File: config.mk
export PLATFORM = sky130hd
export DESIGN_NAME = wb_sdspi_byte_server
export DESIGN_NICKNAME = d
export VERILOG_FILES = /design/src/rtl/wb_sdspi_byte_server.sv
export SDC_FILE = /design/constraint.sdc
export NUM_CORES = 1
export LEC_CHECK = 0
export CAP_MARGIN = 20
export CORE_UTILIZATION = 39
export CTS_BUF_LIST = sky130_fd_sc_hd__clkbuf_8
export CTS_CLUSTER_DIAMETER = 120
export DETAILED_ROUTE_END_ITERATION = 7
export SETUP_SLACK_MARGIN = 0.2
export SLEW_MARGIN = 10
export SYNTH_ARGS = -nofsm -noshare
export SYNTH_HDL_FRONTEND = slang
export SYNTH_SLANG_ARGS = --single-unit
File: constraint.sdc
create_clock -name wb_clk -period 2.8 [get_ports wb_clk]
set_clock_uncertainty 0.1 [all_clocks]
set_input_delay 0.28 -clock wb_clk [delete_from_list [all_inputs] [get_ports wb_clk]]
set_output_delay 0.28 -clock wb_clk [all_outputs]
set_load 0.01 [all_outputs]
File: src/rtl/wb_sdspi_byte_server.sv
// Wishbone byte server for raw SD boot: fetches 512-byte blocks from an SD read
// core into a small FIFO and hands out one byte per RQ_DATA bus transaction.
module wb_sdspi_byte_server #(
    parameter int          WB_DATA     = 32,
    parameter logic [31:0] BASE_ADDR   = 32'h9200_0000,
    parameter int          FIFO_DEPTH  = 16,
    parameter int          BLOCK_BYTES = 512
) (
    input  logic                 wb_clk,
    input  logic                 wb_rst_n,
    input  logic [WB_DATA-1:0]   wb_adr_i,
    input  logic [WB_DATA-1:0]   wb_dat_i,
    input  logic                 wb_we_i,
    input  logic [WB_DATA/8-1:0] wb_sel_i,
    input  logic                 wb_cyc_i,
    input  logic                 wb_stb_i,
    output logic [WB_DATA-1:0]   wb_dat_o,
    output logic                 wb_ack_o,
    output logic                 sd_rd_req,
    input  logic                 sd_rd_ack,
    output logic [31:0]          sd_blk_addr,
    input  logic [7:0]           sd_byte,
    input  logic                 sd_byte_valid,
    output logic                 sd_byte_ready,
    input  logic                 sd_rd_err,
    output logic [4:0]           sclk_div,
    output logic [1:0]           bus_state_o,
    output logic [1:0]           eng_state_o
);

    localparam int PW = $clog2(FIFO_DEPTH);
    localparam int CW = PW + 1;
    localparam int BW = $clog2(BLOCK_BYTES);

    localparam logic [WB_DATA-1:0] A_BLK  = WB_DATA'(BASE_ADDR);
    localparam logic [WB_DATA-1:0] A_RQ   = A_BLK + WB_DATA'(1);
    localparam logic [WB_DATA-1:0] A_SCLK = A_BLK + WB_DATA'(2);
    localparam logic [WB_DATA-1:0] A_STAT = A_BLK + WB_DATA'(3);

    typedef enum logic [1:0] {B_IDLE, B_RQ, B_ACK, B_REL} bus_state_t;
    typedef enum logic [1:0] {E_IDLE, E_REQ, E_STREAM} eng_state_t;

    bus_state_t         bus_q;
    eng_state_t         eng_q;
    logic               ack_q;
    logic [WB_DATA-1:0] dat_q;
    logic [4:0]         sclk_q;
    logic               req_q;
    logic [31:0]        blk_addr_q;
    logic               armed_q;
    logic               err_q;
    logic               flush_q;
    logic               discard_q;
    logic [BW-1:0]      byte_cnt_q;

    logic [7:0]         mem [FIFO_DEPTH];
    logic [PW-1:0]      wr_ptr_q;
    logic [PW-1:0]      rd_ptr_q;
    logic [CW-1:0]      count_q;
    logic [CW-1:0]      count_d;

    logic        bus_start;
    logic        hit_blk;
    logic        hit_rq;
    logic        hit_sclk;
    logic        hit_stat;
    logic        wr_blk;
    logic        fifo_empty;
    logic        fifo_full;
    logic        pop;
    logic        push;
    logic        byte_hs;
    logic        last_byte;
    logic [31:0] status;
    logic        unused_sel;

    assign unused_sel = ^wb_sel_i;

    assign bus_start  = (bus_q == B_IDLE) && wb_cyc_i && wb_stb_i;
    assign hit_blk    = (wb_adr_i == A_BLK);
    assign hit_rq     = (wb_adr_i == A_RQ);
    assign hit_sclk   = (wb_adr_i == A_SCLK);
    assign hit_stat   = (wb_adr_i == A_STAT);
    assign wr_blk     = bus_start && wb_we_i && hit_blk;

    assign fifo_empty = (count_q == '0);
    assign fifo_full  = (count_q == CW'(FIFO_DEPTH));
    assign pop        = (bus_q == B_RQ) && !err_q && !flush_q && !fifo_empty;

    // While discarding a flushed block the core is drained at full rate.
    assign sd_byte_ready = (eng_q == E_STREAM) && (discard_q || flush_q || !fifo_full);
    assign byte_hs       = sd_byte_valid && sd_byte_ready;
    assign push          = byte_hs && !discard_q && !flush_q;
    assign last_byte     = (byte_cnt_q == BW'(BLOCK_BYTES - 1));

    assign status = {armed_q, err_q, 22'b0, 8'(count_q)};

    assign wb_ack_o    = ack_q;
    assign wb_dat_o    = dat_q;
    assign sclk_div    = sclk_q;
    assign sd_rd_req   = req_q;
    assign sd_blk_addr = blk_addr_q;
    assign bus_state_o = bus_q;
    assign eng_state_o = eng_q;

    // Wishbone side: ack is asserted exactly in B_ACK, then waits for strobe release.
    always_ff @(posedge wb_clk or negedge wb_rst_n) begin
        if (!wb_rst_n) begin
            bus_q  <= B_IDLE;
            ack_q  <= 1'b0;
            dat_q  <= '0;
            sclk_q <= '0;
        end else begin
            case (bus_q)
                B_IDLE: begin
                    if (bus_start) begin
                        dat_q <= '0;
                        if (wb_we_i) begin
                            if (hit_sclk) sclk_q <= wb_dat_i[4:0];
                            if (hit_rq) begin
                                bus_q <= B_RQ;
                            end else begin
                                bus_q <= B_ACK;
                                ack_q <= 1'b1;
                            end
                        end else begin
                            bus_q <= B_ACK;
                            ack_q <= 1'b1;
                            if (hit_blk)       dat_q <= WB_DATA'(blk_addr_q);
                            else if (hit_sclk) dat_q <= WB_DATA'(sclk_q);
                            else if (hit_stat) dat_q <= WB_DATA'(status);
                        end
                    end
                end
                B_RQ: begin
                    if (err_q) begin
                        dat_q <= WB_DATA'(32'h8000_0000);
                        ack_q <= 1'b1;
                        bus_q <= B_ACK;
                    end else if (pop) begin
                        dat_q <= WB_DATA'(mem[rd_ptr_q]);
                        ack_q <= 1'b1;
                        bus_q <= B_ACK;
                    end
                end
                B_ACK: begin
                    ack_q <= 1'b0;
                    bus_q <= B_REL;
                end
                default: begin
                    if (!(wb_cyc_i && wb_stb_i)) bus_q <= B_IDLE;
                end
            endcase
        end
    end

    // Read engine plus the shared block address / arm / error state.
    always_ff @(posedge wb_clk or negedge wb_rst_n) begin
        if (!wb_rst_n) begin
            eng_q      <= E_IDLE;
            req_q      <= 1'b0;
            blk_addr_q <= '0;
            armed_q    <= 1'b0;
            err_q      <= 1'b0;
            flush_q    <= 1'b0;
            discard_q  <= 1'b0;
            byte_cnt_q <= '0;
        end else begin
            flush_q <= wr_blk;
            if (wr_blk) begin
                blk_addr_q <= wb_dat_i[31:0];
                armed_q    <= 1'b1;
                err_q      <= 1'b0;
            end
            case (eng_q)
                E_IDLE: begin
                    if (armed_q && !err_q && !flush_q) begin
                        eng_q <= E_REQ;
                        req_q <= 1'b1;
                    end
                end
                E_REQ: begin
                    if (sd_rd_ack) begin
                        req_q      <= 1'b0;
                        byte_cnt_q <= '0;
                        discard_q  <= flush_q;
                        eng_q      <= E_STREAM;
                    end
                end
                E_STREAM: begin
                    if (flush_q) discard_q <= 1'b1;
                    if (byte_hs) begin
                        byte_cnt_q <= byte_cnt_q + BW'(1);
                        if (last_byte) begin
                            eng_q     <= E_IDLE;
                            discard_q <= 1'b0;
                            if (!discard_q && !flush_q && !wr_blk)
                                blk_addr_q <= blk_addr_q + 32'd1;
                        end
                    end
                end
                default: eng_q <= E_IDLE;
            endcase
            // A read error aborts the engine and wins over a same-cycle rearm.
            if (sd_rd_err && (eng_q == E_REQ || eng_q == E_STREAM)) begin
                err_q     <= 1'b1;
                armed_q   <= 1'b0;
                eng_q     <= E_IDLE;
                req_q     <= 1'b0;
                discard_q <= 1'b0;
            end
        end
    end

    always_comb begin
        count_d = count_q;
        if (flush_q)           count_d = '0;
        else if (push && !pop) count_d = count_q + CW'(1);
        else if (pop && !push) count_d = count_q - CW'(1);
    end

    always_ff @(posedge wb_clk or negedge wb_rst_n) begin
        if (!wb_rst_n) begin
            wr_ptr_q <= '0;
            rd_ptr_q <= '0;
            count_q  <= '0;
        end else begin
            count_q <= count_d;
            if (flush_q) begin
                wr_ptr_q <= '0;
                rd_ptr_q <= '0;
            end else begin
                if (push) wr_ptr_q <= wr_ptr_q + PW'(1);
                if (pop)  rd_ptr_q <= rd_ptr_q + PW'(1);
            end
        end
    end

    always_ff @(posedge wb_clk) begin
        if (push) mem[wr_ptr_q] <= sd_byte;
    end

endmodule

==> results.yml <==
clock_network:
  htree_levels: 2
  cts_buffers: 40
  clkTransAtPathRegs_ns: 0.06
  cts_root_buffer: "clkbuf_8"
  cts_sinks: 229
  cts_tree: "done"
  cts_max_path_buffers: 3
  clkLatencyLatePin_ns: 0.55
placement:
  gp_congestion: 0.805
  dp_hpwl_um: 19100
  io_buffers: 155
  place_ws_ns: -0.0729
layout:
  seqCellArea_sq_um: 6370
  multi_input_area_sq_um: 3990
  fillers: 2198
  drive_gt1_share_pct: 20.0
  nNetsFinal: 1101
  diodes: 0
  area_delta_synth_final_pct: 33.0
yosys:
  synth_most_common_cell: "edfxtp_1"
  synthFlopType: "edfxtp_1"
  syn_area_per_cell_sq_um: 13.6
  ys_seq_area_share_pct: 61.0
  synth.top_cells.by_count: "edfxtp_1, dfrtp_1, nand2_1"
  synth_fa_ha_area_share_pct: 2.59
  synth_edf_count: 128
  synth_xor_area_share_pct: 3.44
  synth_cells: 769
  yosysTopAreaCellShare_pct: 36.8
  synth.area.top_cells: "edfxtp_1, dfrtp_1, mux4_2, a22o_1, nand2_1"
  yosys_warnings: 0
  ys_types: 70
  synth_top_family_by_area: "simple AND/OR/NAND/NOR gates"
  synth_compound_area_share_pct: 10.3
  synth_mux_area_share_pct: 9.18
  syn-cell-area_sq_um: 10400
  synth-simple-area-share_pct: 11.3
  synth-seq-cells: 229
  ys_async_sr_fraction_pct: 44.1
  syn-num-nets: 874
  yosysTopAreaCell: "edfxtp_1"
global_routing:
  grt_max_degree: 57
  grt_pass1_wl_um: 42100
  overflow: 0
  grt_pass1_vias: 7376
  antenna_found_initial: 0
  grt_usage_pct: 19.6
hold_path:
  worstHoldStart: "wb_dat_i[28]"
  hold-path-endpoint: "sd_blk_addr[28]$_DFF_PN0_"
  worst_hold_path_type: "input pin to flop"
  hold_depth: 3
pwr:
  p_leak_nw: 5.21
  ir_drop_v: 0.000305
  power.density_nw_per_um2: 563
worst_setup_path:
  critical_path_class: "flop to flop"
  cp.required_ns: 3.11
  path_max_fanout: 5
  crit_path_end_kind: "flop"
  cp_slowest_cell: "dfrtp_1"
  worstPathCellList: "nor4_4 -> a211oi_4 -> nor2_2 -> nand2_2 -> fa_2 -> a21o_1 -> a21oi_2 -> or3_1 -> a211oi_1 -> a211o_1"
  r2r-start: "count_q[3]$_DFFE_PN0P_"
  cpPeakStageDelay_ns: 0.40
  regToRegSetupSlack_ns: 0.25
  worstReg2RegEnd: "count_q[4]$_DFFE_PN0P_"
  crit_arrival_ns: 2.86
  cp-start-kind: "flop"
  rr_worst_depth: 10
timing:
  hold_viol: 0
  tns_ns: 0
  fin_crit_ns: 2.55
  setup_viol: 0
  maxSlewViolCount: 0
  maxSlewHeadroom_pct: 47.0
  fin_crit_sh_pct: 91.0
  hold_ws_ns: 0.177
  rsz0062_at_grt: "true"
  max_freq_mhz: 392
  fin_ws_ns: 0.251
  tightest_slew_ns: 0.795
run:
  maxCapViolations: 0
drt:
  ant_nets: 0
  dr.pass1.iters: 7
  vias: 7219
  vias_per_cell: 5.33
  wl_per_cell_um: 19.5
  drt_iter0_drc: 475
  routed_wl_um: 26400
  drc_errors: 56
floorplanning:
  core-area_sq_um: 26100
  row_count: 59
  ios: 160
  fp.dieH_um: 166
  start_util_pct: 40.0
  die-area_sq_um: 27400
  die_x_um: 166
status:
  status: "finished, violations left"
  violations: "design-rule violations"
[worst max-delay path, delay by kind of cell (launching register included)]
| kind | cells | cell delay (ns) |
|---|---|---|
| flops | 1 | 0.40 |
| compound gates | 5 | 0.78 |
| fa+ha+maj | 1 | 0.39 |
| simple gates | 4 | 0.77 |
[registers in the layout, indices dropped and copies added, names as in the netlist]
name / cells
mem: 128
sd_blk_addr: 32
wb_dat_o: 32
byte_cnt_q: 9
count_q: 5
sclk_div: 5
rd_ptr_q: 4
wr_ptr_q: 4
bus_state_o: 2
eng_state_o: 2
armed_q: 1
discard_q: 1
err_q: 1
flush_q: 1
sd_rd_req: 1
wb_ack_o: 1
[cells by family (layout without fill, tap and decap cells)]
group                      after synthesis  in the layout
xor gates and xnor gates                41             41
adders and majority gates               21             21
AOI/OAI and AO/OA                      146            146
and+or+nand+nor                        222            222
DFF                                    229            229
buffers and inverters                   56            306
muxes                                   54             54
[power breakdown]
part           total, mW  switching (mW)  internal [mW]
Clock               3.00            1.37           1.63
Sequential          3.71          0.0565           3.65
Combinational       1.11           0.612          0.498
Total               7.82            2.03           5.78
[routing by layer]
layer | wire [um] | vias to the layer above | track usage (%)
met5 | 0 | - | 0
met4 | 567 | 0 | 6.30
met3 | 1540 | 38 | 3.92
met2 | 12300 | 208 | 31.3
met1 | 12000 | 3544 | 26.8
li1 | - | 3429 | -
[placed cells by master, fill, tap and decap left out, types with 13 or more instances in the layout]
cell and count:
buf_12 16, a21oi_1 14, ha_1 17, mux4_2 32, o21ai_0 37, nor2_1 27
mux2_2 14, nor3_1 15, nand4_1 17, clkdlybuf4s50_1 153, nand2_1 66, and3_1 13
edfxtp_1 128, dfrtp_1 98, inv_1 24, xnor2_1 24, a22o_1 36, xor2_1 17
buf_4 50, clkbuf_8 47, nand3_1 16
[per-stage QoR]
| stage | utilization [%] | power [mW] | cells | area, sq um |
|---|---|---|---|---|
| final | 53.2 | 7.82 | 1354 | 13900 |
| after global routing | 53.2 | 8.16 | 1354 | 13900 |
| after CTS | 52.7 | 7.91 | 1351 | 13800 |
| after detailed placement | 49.5 | 4.87 | 1283 | 12900 |
| after global placement | 49.5 | 4.85 | 1283 | 12900 |
| after floorplan | - | 4.27 | 769 | 10500 |
[worst max path at each step]
| stage | from | end | slack, ns | depth (start not counted) |
|---|---|---|---|---|
| floorplan | count_q[1]$_DFFE_PN0P_ | count_q[4]$_DFFE_PN0P_ | 0.01 | 10 |
| global placement | sd_byte_valid | mem[5][7]$_DFFE_PP_ | -0.14 | 8 |
| detailed placement | sd_byte_valid | mem[6][6]$_DFFE_PP_ | -0.07 | 8 |
| CTS | count_q[3]$_DFFE_PN0P_ | sd_byte_ready | 0.18 | 4 |
| global route | count_q[2]$_DFFE_PN0P_ | count_q[4]$_DFFE_PN0P_ | 0.09 | 10 |
| finish | count_q[3]$_DFFE_PN0P_ | count_q[4]$_DFFE_PN0P_ | 0.25 | 10 |
[final cells by class]
cell class / count / share of cell area [%]
Sequential cell: 229 / 45.9
Multi-Input combinational cell: 484 / 28.7
Timing Repair Buffer: 221 / 16.2
Clock buffer: 47 / 4.66
Tap cell: 335 / 3.02
Clock inverter: 18 / 0.991
Inverter: 20 / 0.540
[what timing repair did]
action	4_1_cts	5_1_grt
hold buffers	1	0
resized for setup	7	18
hold endpoints to repair	45	0
setup endpoints to repair	5	52
pin swaps	3	3
setup buffers	2	3
Note: power is estimated with default switching activity, not from simulation.
